<file path="config.mk">
export PLATFORM = sky130hd
export DESIGN_NAME = alu_input_sequencer
export DESIGN_NICKNAME = d
export VERILOG_FILES = /design/src/rtl/alu_input_sequencer.sv
export SDC_FILE = /design/constraint.sdc
export NUM_CORES = 1
export LEC_CHECK = 0
export ABC_CLOCK_PERIOD_IN_PS = 3650
export CAP_MARGIN = 0
export CORE_ASPECT_RATIO = 0.7
export CORE_MARGIN = 2
export CORE_UTILIZATION = 47
export CTS_CLUSTER_SIZE = 8
export DETAILED_ROUTE_END_ITERATION = 7
export MAX_ROUTING_LAYER = met4
export PLACE_DENSITY_LB_ADDON = 0.12
export SKIP_LAST_GASP = 1
export SLEW_MARGIN = 20
export SYNTH_ARGS = -nofsm -noshare
export SYNTH_HDL_FRONTEND = slang
export SYNTH_SLANG_ARGS = --single-unit
</file>
<file path="constraint.sdc">
create_clock -name clk -period 3.65 [get_ports clk]
set_input_delay 1.095 -clock clk [delete_from_list [all_inputs] [get_ports clk]]
set_output_delay 1.095 -clock clk [all_outputs]
set_load 0.01 [all_outputs]
</file>
<file path="src/rtl/alu_input_sequencer.sv">
// alu_input_sequencer: captures ALU operands A, B and opcode O from switches, one value per button press.
// Define ALU_SEQ_DEBOUNCE_EN to insert a counter-based debouncer ahead of the press edge detector.
module alu_input_sequencer #(
    parameter int N_BITS          = 8,
    parameter int DEBOUNCE_CYCLES = 4
) (
    input  logic              clk,
    input  logic              reset,
    input  logic [N_BITS-1:0] SW,
    input  logic              BTN,
    input  logic [N_BITS-1:0] Z,
    output logic [N_BITS-1:0] A,
    output logic [N_BITS-1:0] B,
    output logic [N_BITS-1:0] O,
    output logic [N_BITS-1:0] R,
    output logic              VALID,
    output logic [1:0]        STATE
);
    typedef enum logic [1:0] {LOAD_A = 2'd0, LOAD_B = 2'd1, LOAD_OP = 2'd2, SHOW = 2'd3} state_t;

    state_t            r_state, w_next;
    logic              r_sync1, r_sync2, r_hist;
    logic              w_level, w_press;
    logic [N_BITS-1:0] r_a, r_b, r_o, r_r;
    logic              r_valid;

    // Button history resets high so a press held through reset is ignored until re-pressed.
    always_ff @(posedge clk or posedge reset) begin
        if (reset) begin
            r_sync1 <= 1'b1;
            r_sync2 <= 1'b1;
        end else begin
            r_sync1 <= BTN;
            r_sync2 <= r_sync1;
        end
    end

`ifdef ALU_SEQ_DEBOUNCE_EN
    localparam int CW = $clog2(DEBOUNCE_CYCLES + 1);
    logic [CW-1:0] r_db_cnt;
    logic          r_db_level;
    always_ff @(posedge clk or posedge reset) begin
        if (reset) begin
            r_db_level <= 1'b1;
            r_db_cnt   <= '0;
        end else if (r_sync2 == r_db_level) begin
            r_db_cnt   <= '0;
        end else if (r_db_cnt == CW'(DEBOUNCE_CYCLES - 1)) begin
            r_db_level <= r_sync2;
            r_db_cnt   <= '0;
        end else begin
            r_db_cnt   <= r_db_cnt + 1'b1;
        end
    end
    assign w_level = r_db_level;
`else
    assign w_level = r_sync2;
`endif

    always_ff @(posedge clk or posedge reset) begin
        if (reset) r_hist <= 1'b1;
        else       r_hist <= w_level;
    end

    assign w_press = w_level & ~r_hist;

    always_ff @(posedge clk or posedge reset) begin
        if (reset) r_state <= LOAD_A;
        else       r_state <= w_next;
    end

    // States are numbered in load order, so SHOW wraps back to LOAD_A.
    always_comb begin
        w_next = r_state;
        w_next = w_press ? state_t'(r_state + 2'd1) : r_state;
    end

    always_ff @(posedge clk or posedge reset) begin
        if (reset) begin
            r_a     <= '0;
            r_b     <= '0;
            r_o     <= '0;
            r_r     <= '0;
            r_valid <= 1'b0;
        end else begin
            if (w_press && r_state == LOAD_A)  r_a <= SW;
            if (w_press && r_state == LOAD_B)  r_b <= SW;
            if (w_press && r_state == LOAD_OP) r_o <= SW;
            if (r_state == SHOW) begin
                if (w_press) begin
                    r_valid <= 1'b0;
                end else begin
                    r_r     <= Z;
                    r_valid <= 1'b1;
                end
            end
        end
    end

    assign A     = r_a;
    assign B     = r_b;
    assign O     = r_o;
    assign R     = r_r;
    assign VALID = r_valid;
    assign STATE = r_state;
endmodule

</file>
---- Yosys cells after proc, flatten, opt, wreduce, memory -nomap -nowiden ----
Cells that the tools add are included.
operators by class
  equality and inequality tests ........... 3
  add/subtract/negate cells ............... 1
  bitwise gates (word level) .............. 3
  reduce and logical (&&, ||, !) cells .... 5
  muxes and demuxes ....................... 1
operator list
  kind                                                                    number
  2-bit equality test (second input constant)                             2
  1-bit logical AND                                                       3
  2-bit by 1-bit adder with 2-bit output (second input constant)          1
  2-bit by 1-bit equality test with 1-bit output (second input constant)  1
  2-bit logical NOT                                                       1
  1-bit NOT                                                               2
  2-bit AND reduction                                                     1
  1-bit bitwise AND                                                       1
  1-bit two-way mux                                                       1
storage, ports and cells
  input port bits ......................... 19
  register bits after elaboration ......... 38
  output and inout bits ................... 35
  logic and storage cells ................. 22

---- Depth between registers and ports, before layout ----
  word-level depth ........................ 4
  depth in mapped cells ................... 5
  mapped depth without buffers ............ 4

---- Least setup slack after synthesis ----
No wires, ideal clock.
  path type ............................... register to output
  start point ............................. register r_state[0], in the netlist STATE[0]
  end point ............................... output port STATE[0]
  stages on the path, launching flop included .. 1
  data arrival time ....................... 0.408 ns
  setup slack ............................. 2.147 ns
  path buffers ............................ 0
  data required time ...................... 2.555 ns
  cell sequence ........................... dfrtp_1
RTL lines
  item                    line  RTL
  start, declared         21    state_t r_state, w_next;
  start signal, assigned  69    else r_state <= w_next;
  end, declared           17    output logic [1:0] STATE
No word-level cell between the ends.

---- Worst setup path in the final report ----
  start point ............................. register r_state[0], in the netlist STATE[0]
  end point ............................... output port STATE[0]
No word-level cell between the ends.

==> results_dict.tcl <==
set metrics [dict create \
    yosysSeqAreaShare 0.6358 \
    fin_nets 171 \
    power_density_nw_per_um2 873.8 \
    clockRootBuffer "clkbuf_8" \
    synth-async-reset-ratio 1.000 \
    r2r_slack_ps 2170 \
    drtIter0Drc 71 \
    min_period_ps 2342 \
    hold-path-endpoint "r_sync2" \
    end_kind "primary output" \
    synth_commonest_cells "35 x dfrtp_1, 24 x mux2_2, 8 x mux2_4" \
    cap_viol_max_count 0 \
    synth-seq-cells 38 \
    rr_startpoint "r_sync2" \
    antenna_found_initial 0 \
    reg2reg_depth 3 \
    syn_inst 89 \
    fp.dieW_um 71.56 \
    io_buffers 53 \
    hold_class "register to register" \
    vdd_drop_max_v 0.0004602 \
    yosysTopAreaCell "dfrtp_1" \
    clock_latency_ps 280 \
    synth_flop_cell "dfrtp_1" \
    die-area_sq_um 3670 \
    worstHoldPathCells 0 \
    synth_edf_count 0 \
    crit_chain "clkdlybuf4s50_1" \
    worst-path-buf-inv 1 \
    place_ws_ps 1362 \
    slowest_stage "clkdlybuf4s50_1" \
    ctsResizeCount 0 \
    wl_per_cell_um 14.85 \
    slew_headroom 0.6089 \
    cts_max_level 2 \
    final_antenna_net_count 0 \
    hold_start "r_sync1" \
    power_mw 1.883 \
    diodes 0 \
    finalCritPeriodShare 0.6417 \
    ctsHoldBuffers 0 \
    pin_count 54 \
    cts_buffers 5 \
    worstSetupStartpoint "STATE[0]" \
    yosysMostFrequentCell "dfrtp_1" \
    clockBufferDepth 2 \
    track_usage 0.1770 \
    grt_max_degree 23 \
    critical_path_required_ps 2550 \
    synth_top_area_frac 0.5833 \
    p_leak_nw 0.9428 \
    start_kind "register" \
    criticalPathCategory "register to primary output" \
    rsz0062_at_grt "false" \
    synth.area.top_cells "dfrtp_1 58%, mux2_2 18%, mux2_4 8.0%, dfstp_2 5.3%, ha_1 3.3%" \
    core-area_sq_um 3105 \
    yosys_warnings 0 \
    hold_viol 0 \
    cp_max_fo 4 \
    initial_core_util 0.4835 \
    cts_sinks 38 \
    max_freq_mhz 427.0 \
    grt_pass1_wl_mm 4.602 \
    die_h_um 51.29 \
    post-cts-setup-buffers 0 \
    tns_ps 0 \
    synth_area_sq_um 1501 \
    arrival_ps 1250 \
    setup_viol 0 \
    drt_first_pass_iters 2 \
    syn2layout_area_growth_pct 43.50 \
    via_per_inst 4.733 \
    vias 885 \
    slew_violations 0 \
    syn_nets 112 \
    num_rows 17 \
    finClkSkew_ps 5.805 \
    overflow 0 \
    cts_tree "yes" \
    setup_ws_ps 1308 \
    layout-drive-gt1-share 0.3154 \
    ys_types 15 \
    tightest_slew_ps 586.0 \
    wl_mm 2.777 \
    drc 0 \
    grt_pass1_vias 945 \
    dp_cells 179 \
    place_hpwl_mm 2.052 \
    fin_cells 187 \
    gp_congestion 0.7358 \
    clkSlewWorstSetupHoldPaths_ps 70 \
    critPathTopFamily "buffers and inverters" \
    status "finished clean" \
    r2r_end "R[5]" \
    synth.avg_cell_area_sq_um 16.87 \
    critical-path-max-stage-delay_ps 570 \
]
-- sequential cells by signal, indices dropped and copies added (netlist names) --
register  cells
A             8
B             8
O             8
R             8
STATE         2
VALID         1
r_hist        1
r_sync1       1
r_sync2       1
-- report_power, final --
group          switching [mW]  internal, mW
logic                   0.301         0.561
clock network           0.135         0.154
registers               0.108         0.623
total                   0.544          1.34
-- per-stage QoR --
| step | instance area [sq um] | util | hold slack [ps] |
|---|---|---|---|
| after floorplan | 1501 | - | 345.2 |
| after global placement | 2064 | 0.6648 | 351.4 |
| after detailed placement | 2064 | 0.6648 | 351.2 |
| after CTS | 2155 | 0.6938 | 361.1 |
| after global routing | 2155 | 0.6938 | 365.3 |
| final | 2155 | 0.6938 | 359.9 |
-- kinds of logic (layout without fill, tap and decap cells) --
group / count (synthesis) / count (layout) / synth area share
adders and majority gates: 4 / 4 / 0.03333
DFF: 38 / 38 / 0.6358
buffers and inverters: 5 / 65 / 0.02250
xor gates and xnor gates: 1 / 1 / 0.005834
AOI/OAI and AO/OA: 2 / 2 / 0.006660
and+or+nand+nor: 7 / 7 / 0.03583
muxes: 32 / 32 / 0.2600
-- cell usage in the layout, fill, tap and decap left out --
cell              n
clkdlybuf4s50_1  53
dfrtp_1          35
mux2_2           24
mux2_4            8
clkbuf_8          6
ha_1              4
nand2_2           3
inv_1             3
dfstp_2           3
clkbuf_1          2
nor2b_4           1
xnor2_1           1
nand2b_4          1
nor2_1            1
a21oi_1           1
nand2_1           1
o21ai_0           1
buf_4             1
-- final cells by class --
type,instances,area (sq um)
sequential,38,954.7
fill,199,950.9
timing repair buffer,54,538.0
multi-input combinational,46,513.0
clock buffer,8,90.09
tap,38,47.55
inverter,3,11.26
-- worst max path at each step --
stage	depth (start not counted)	to
after global placement	3	r_sync1
final	1	STATE[0]
after CTS	1	STATE[0]
after floorplan	1	A[0]
after detailed placement	3	r_sync1
after global routing	1	STATE[0]
-- layer usage --
layer,global-route usage,part of all wire,up-vias
met5,-,0,-
met4,0.07547,0.011,0
met3,0.05720,0.063,4
met2,0.2485,0.44,30
met1,0.2377,0.49,428
li1,-,-,423
No activity file was read; power rests on OpenSTA's default activity.
